<file path="src/rtl/four_bit_serial_subtractor_pkg.sv">
// Shared definitions for the bit-serial subtractor: default operand width,
// FSM state encoding and a sizing helper for the bit counter.
package four_bit_serial_subtractor_pkg;

  // Default operand/result width; legal range is 2..16.
  localparam int DEF_WIDTH = 4;

  // Controller states: waiting for a request, or shifting bits through.
  typedef enum logic [0:0] {
    ST_IDLE  = 1'b0,
    ST_SHIFT = 1'b1
  } state_t;

  // Bits needed for a counter that can hold the values 0..w.
  function automatic int unsigned cnt_width(input int unsigned w);
    return $clog2(w + 32'd1);
  endfunction

endpackage : four_bit_serial_subtractor_pkg

</file>
<file path="src/rtl/four_bit_serial_subtractor_if.sv">
// Request/result bundle between a requester (master) and the subtractor (slave).
interface four_bit_serial_subtractor_if
  import four_bit_serial_subtractor_pkg::*;
#(
  parameter int WIDTH = DEF_WIDTH
) ();

  logic [WIDTH-1:0] a;
  logic [WIDTH-1:0] b;
  logic             bin;
  logic             start;
  logic [WIDTH-1:0] diff;
  logic             bout;
  logic             busy;
  logic             done;

  modport master (
    output a, b, bin, start,
    input  diff, bout, busy, done
  );

  modport slave (
    input  a, b, bin, start,
    output diff, bout, busy, done
  );

endinterface : four_bit_serial_subtractor_if

</file>
<file path="src/rtl/four_bit_serial_subtractor_full_subtractor.sv">
// One-bit full subtractor: computes a - b - bin for a single bit position.
module full_subtractor (
  input  logic a,
  input  logic b,
  input  logic bin,
  output logic diff,
  output logic borrow
);

  assign diff   = a ^ b ^ bin;
  // Borrow when b exceeds a, or when they are equal and a borrow is pending.
  assign borrow = (~a & b) | (~(a ^ b) & bin);

endmodule : full_subtractor

</file>
<file path="src/rtl/four_bit_serial_subtractor.sv">
// Bit-serial subtractor: computes (a - b - bin) one bit per clock, LSB first,
// using a single full_subtractor cell and a borrow flop. A request accepted
// at edge E completes at edge E+WIDTH with a one-cycle done pulse.
module four_bit_serial_subtractor
  import four_bit_serial_subtractor_pkg::*;
#(
  parameter int WIDTH = DEF_WIDTH
) (
  input  logic                         clk,
  input  logic                         rst_n,
  four_bit_serial_subtractor_if.slave  bus
);

  localparam int               CNT_W    = cnt_width(WIDTH);
  localparam logic [CNT_W-1:0] LAST_BIT = CNT_W'(WIDTH - 1);

  state_t           state_q;
  logic [WIDTH-1:0] a_q;
  logic [WIDTH-1:0] b_q;
  logic [WIDTH-1:0] res_q;
  logic             br_q;
  logic [CNT_W-1:0] cnt_q;
  logic [WIDTH-1:0] diff_q;
  logic             bout_q;
  logic             busy_q;
  logic             done_q;

  // Next values produced by the per-bit cell for the current LSBs.
  logic             bit_d;
  logic             br_d;

  full_subtractor u_fs (
    .a      (a_q[0]),
    .b      (b_q[0]),
    .bin    (br_q),
    .diff   (bit_d),
    .borrow (br_d)
  );

  assign bus.diff = diff_q;
  assign bus.bout = bout_q;
  assign bus.busy = busy_q;
  assign bus.done = done_q;

  // Controller FSM plus datapath registers; all outputs are registered.
  always_ff @(posedge clk) begin
    if (!rst_n) begin
      state_q <= ST_IDLE;
      a_q     <= '0;
      b_q     <= '0;
      res_q   <= '0;
      br_q    <= 1'b0;
      cnt_q   <= '0;
      diff_q  <= '0;
      bout_q  <= 1'b0;
      busy_q  <= 1'b0;
      done_q  <= 1'b0;
    end else begin
      // done is a single-cycle pulse unless the final bit sets it below.
      done_q <= 1'b0;
      case (state_q)
        ST_IDLE: begin
          if (bus.start) begin
            a_q     <= bus.a;
            b_q     <= bus.b;
            br_q    <= bus.bin;
            res_q   <= '0;
            cnt_q   <= '0;
            busy_q  <= 1'b1;
            state_q <= ST_SHIFT;
          end else begin
            busy_q  <= 1'b0;
            state_q <= ST_IDLE;
          end
        end
        ST_SHIFT: begin
          // Operands are captured, so start and input changes are ignored here.
          a_q   <= {1'b0, a_q[WIDTH-1:1]};
          b_q   <= {1'b0, b_q[WIDTH-1:1]};
          br_q  <= br_d;
          res_q <= {bit_d, res_q[WIDTH-1:1]};
          cnt_q <= cnt_q + CNT_W'(1);
          if (cnt_q == LAST_BIT) begin
            // The last bit lands directly in diff alongside the final borrow.
            diff_q  <= {bit_d, res_q[WIDTH-1:1]};
            bout_q  <= br_d;
            done_q  <= 1'b1;
            busy_q  <= 1'b0;
            state_q <= ST_IDLE;
          end else begin
            busy_q  <= 1'b1;
            state_q <= ST_SHIFT;
          end
        end
        default: begin
          busy_q  <= 1'b0;
          state_q <= ST_IDLE;
        end
      endcase
    end
  end

endmodule : four_bit_serial_subtractor

</file>
<file path="src/flat_wrapper.sv">
// flat-port wrapper written by rule: the top's interface ports become plain ports
module four_bit_serial_subtractor_flat import four_bit_serial_subtractor_pkg::*;
#(
  parameter int WIDTH = DEF_WIDTH
)
  (clk, rst_n, bus_a, bus_b, bus_bin, bus_start, bus_diff, bus_bout, bus_busy, bus_done);
  four_bit_serial_subtractor_if #(.WIDTH(WIDTH)) bus_i ();
  input  logic clk;
  input  logic rst_n;
  input wire logic [$bits(bus_i.a)-1:0] bus_a;
  input wire logic [$bits(bus_i.b)-1:0] bus_b;
  input wire logic [$bits(bus_i.bin)-1:0] bus_bin;
  input wire logic [$bits(bus_i.start)-1:0] bus_start;
  output wire logic [$bits(bus_i.diff)-1:0] bus_diff;
  output wire logic [$bits(bus_i.bout)-1:0] bus_bout;
  output wire logic [$bits(bus_i.busy)-1:0] bus_busy;
  output wire logic [$bits(bus_i.done)-1:0] bus_done;
  assign bus_i.a = bus_a;
  assign bus_i.b = bus_b;
  assign bus_i.bin = bus_bin;
  assign bus_i.start = bus_start;
  assign bus_diff = bus_i.diff;
  assign bus_bout = bus_i.bout;
  assign bus_busy = bus_i.busy;
  assign bus_done = bus_i.done;
  four_bit_serial_subtractor #(.WIDTH(WIDTH)) u_core (.clk(clk), .rst_n(rst_n), .bus(bus_i));
endmodule
</file>
<file path="config.mk">
export PLATFORM = sky130hd
export DESIGN_NAME = four_bit_serial_subtractor_flat
export DESIGN_NICKNAME = d
export VERILOG_FILES = /design/src/rtl/four_bit_serial_subtractor_pkg.sv /design/src/rtl/four_bit_serial_subtractor_if.sv /design/src/rtl/four_bit_serial_subtractor_full_subtractor.sv /design/src/rtl/four_bit_serial_subtractor.sv /design/src/flat_wrapper.sv
export SDC_FILE = /design/constraint.sdc
export NUM_CORES = 1
export LEC_CHECK = 0
export ABC_AREA = 1
export CORE_ASPECT_RATIO = 0.5
export CORE_MARGIN = 5
export CORE_UTILIZATION = 32
export CTS_CLUSTER_SIZE = 28
export DETAILED_ROUTE_END_ITERATION = 7
export SLEW_MARGIN = 20
export SYNTH_ARGS = -nofsm -noshare
export SYNTH_HDL_FRONTEND = slang
export SYNTH_SLANG_ARGS = --single-unit
</file>
<file path="constraint.sdc">
create_clock -name clk -period 1.1 [get_ports clk]
set_input_delay 0.275 -clock clk [delete_from_list [all_inputs] [get_ports clk]]
set_output_delay 0.275 -clock clk [all_outputs]
set_load 0.05 [all_outputs]
</file>
==> reports/summary.json <==
{
  "run_status": "finished, violations left",
  "violations": "setup timing",
  "critical_path.startpoint": "u_core.b_q[0]",
  "hpwlAfterDp_um": 1450,
  "setup-tns-final_ns": -0.0349,
  "clock_insertion_delay_worst_skew_ns": 0.26,
  "port_buffers": 18,
  "detailroute.via_count": 862,
  "power.static_leakage_nw": 0.625,
  "fin_worst_skew_ns": 0.00402,
  "sequence_of_cells_on_the_critical_path": "inv_2 -> fa_2 -> nand2_2 -> a21oi_2",
  "syn_inst": 124,
  "gp_congestion": 0.784,
  "ys_ff_latch": 22,
  "worst-setup-path-type": "reg -> reg",
  "setup_slack_ns": -0.0349,
  "most_used_cells_in_the_layout_excluding_fill_and_tap_cells": "42 x sky130_fd_sc_hd__nand2_1, 20 x sky130_fd_sc_hd__nand3_1, 15 x sky130_fd_sc_hd__dfxtp_1",
  "core_region_area_mm2": 0.00270,
  "wl_met2_um": 1070,
  "drc": 0,
  "placement.cell_area_mm2": 0.00122,
  "yosys.cell_types.count": 16,
  "route.met3.wl_um": 113,
  "pin_count_of_the_biggest_net_entering_global_routing": 14,
  "std_cell_rows": 13,
  "worst_setup_path_end_kind": "flip-flop",
  "timing_worst_slew_pin_value_ns": 0.267,
  "critical_path_required_ns": 1.30,
  "worstPathArrival_ns": 1.34,
  "via_count_of_the_first_global_routing_pass": 795,
  "layout.cells.most_common": "sky130_fd_sc_hd__nand2_1",
  "cpMaxStageDelayCell": "sky130_fd_sc_hd__fa_2",
  "cts_buffers": 3,
  "critical_path_depth": 4,
  "globalRouteTotalUtil": 0.104,
  "worst_r2r_end": "u_core.res_q[3]",
  "timing.final.hold_violations": 0,
  "die_area_mm2": 0.00420,
  "cts.htree.levels": 1,
  "postSynthAreaPerCell_um2": 7.61,
  "diodes": 0,
  "regToRegStartpoint": "u_core.b_q[0]",
  "cts_tree": "yes",
  "drive_gt1_frac": 0.253,
  "vias_per_cell": 4.61,
  "reg2reg_setup_slack_ns": -0.03,
  "maxCapViolCount": 0,
  "tritoncts_num_sinks": 22,
  "setup_repair_after_global_routing_missed_its_margin": "true",
  "path_max_fanout": 2,
  "wirelength_um": 2090,
  "critical_path_buf_inv_count": 1,
  "post_cts_clock_slew_at_the_launch_and_capture_registers_of_the_worst_setup_and_hold_paths_ns": 0.08,
  "critPathMaxStageDelay_ns": 0.54,
  "vdd_drop_max_mv": 0.391,
  "synth_fp_nets": 139,
  "layout-area-overhead-vs-synth_pct": 45.4,
  "final-setup-viol-count": 1,
  "finish.instance_area_mm2": 0.00137,
  "io_pins": 19,
  "max_freq_mhz": 881,
  "antenna_found_initial": 0,
  "dr.first_iter.drc_count": 21,
  "firstDrtPassIters": 4,
  "final_util": 0.508,
  "antenna_violating_nets_post_route": 0,
  "postCtsHoldBufs": 0,
  "cts_root_buf": "sky130_fd_sc_hd__clkbuf_8",
  "ys_seq_area_frac": 0.467,
  "final_nets": 166,
  "critPathTopFamily": "adder cells",
  "hold_class": "reg -> reg",
  "cts-root-to-sink-buffers": 2,
  "top_layer": "met4",
  "first_pass_grt_wire_length_um": 3440,
  "routed_wire_length_per_instance_um": 11.2,
  "globalRouteOverflowTotal": 0,
  "fin_crit_ns": 1.13,
  "floorplan.initialDensity": 0.349,
  "p_per_area_mw_per_mm2": 1210,
  "ys_warn_count": 0,
  "worst_setup_path_endpoint": "u_core.res_q[3]",
  "die_width_um": 86.8,
  "worst_setup_path_start_kind": "flip-flop",
  "timing_max_transition_violations_final": 0,
  "rr_worst_depth": 4,
  "die_height_um": 48.4,
  "met1_length_um": 881,
  "post-route-period-util": 1.03,
  "synthesis.area_um2": 943,
  "timing.slew.headroom": 0.822
}
==> sequential cells by signal (all words and copies together) (netlist names) <==
register	cells
u_core.a_q	4
u_core.b_q	4
u_core.br_q	1
u_core.bus.bout	1
u_core.bus.diff	4
u_core.bus.done	1
u_core.cnt_q	3
u_core.res_q	3
u_core.state_q	1
==> routing by layer <==
layer | up-vias | track usage
met5 | - | 0
met4 | 0 | 0.0311
met3 | 4 | 0.0438
met2 | 21 | 0.178
met1 | 398 | 0.117
li1 | 439 | -
==> worst register-to-register path: cells and delay by family (launching register included) <==
family	cells	cell delay, ns
compound gates	1	0.10
flops	1	0.34
simple gates	1	0.05
fa+ha+maj	1	0.55
buf+inv	1	0.04
==> cell type report <==
cell class	instances	area, um^2
tap	37	46.3
multi-input combinational	83	444
inverter	15	56.3
clock buffer	4	55.1
timing repair buffer	26	318
sequential	22	452
fill	265	1330
==> stage by stage <==
step	setup slack [ns]	hold slack, ns	total power (W)	cells
after global placement	-0.250	0.443	0.00106	177
after global routing	-0.0717	0.486	0.00173	187
after detailed placement	-0.282	0.449	0.00106	177
after floorplan	0.0111	0.416	0.000992	124
after CTS	-0.0453	0.463	0.00166	186
final	-0.0349	0.449	0.00166	187
==> cell usage after synthesis <==
cell	instances	area share
sky130_fd_sc_hd__a21oi_1	8	0.042
sky130_fd_sc_hd__buf_2	1	0.0053
sky130_fd_sc_hd__buf_4	1	0.0080
sky130_fd_sc_hd__buf_6	2	0.024
sky130_fd_sc_hd__buf_8	1	0.016
sky130_fd_sc_hd__dfxtp_1	22	0.47
sky130_fd_sc_hd__fa_1	1	0.021
sky130_fd_sc_hd__ha_1	2	0.027
sky130_fd_sc_hd__inv_1	14	0.056
sky130_fd_sc_hd__inv_2	1	0.0040
sky130_fd_sc_hd__nand2_1	44	0.18
sky130_fd_sc_hd__nand3_1	20	0.11
sky130_fd_sc_hd__nor2_1	4	0.016
sky130_fd_sc_hd__nor2_8	1	0.021
sky130_fd_sc_hd__o21ai_0	1	0.0053
sky130_fd_sc_hd__or2_1	1	0.0066
==> logic make-up (layout without fill, tap and decap cells) <==
logic type,Yosys count,count (layout),share of synthesized area
adders and majority gates,3,3,0.0477
DFF,22,22,0.467
AOI/OAI and AO/OA,9,9,0.0477
buffers and inverters,20,45,0.113
and+or+nand+nor,70,71,0.325
==> timing repair <==
action / CTS / global route
buffers inserted: 4 / 0
gates cloned: 1 / 1
setup endpoints to repair: 6 / 16
pin swaps: 6 / 6
gates resized for setup: 7 / 10
==> how the worst min path moves through the flow <==
stage                     from                  to  cells after the start
6_report       u_core.res_q[1]  u_core.bus.diff[0]                      2
5_1_grt        u_core.res_q[2]  u_core.bus.diff[1]                      2
4_1_cts        u_core.res_q[1]  u_core.bus.diff[0]                      2
3_5_place_dp   u_core.res_q[1]  u_core.bus.diff[0]                      2
3_3_place_gp   u_core.res_q[1]  u_core.bus.diff[0]                      2
2_1_floorplan            rst_n  u_core.bus.diff[0]                      2
==> where the power goes <==
part / internal (W) / total, W / leakage, nW / switching [W]
logic: 0.000117 / 0.000236 / 0.414 / 0.000119
clock network: 0.000319 / 0.000570 / 0.0288 / 0.000251
registers: 0.000826 / 0.000851 / 0.182 / 0.0000245
total: 0.00126 / 0.00166 / 0.625 / 0.000394
No activity file was read; power rests on OpenSTA's default activity.
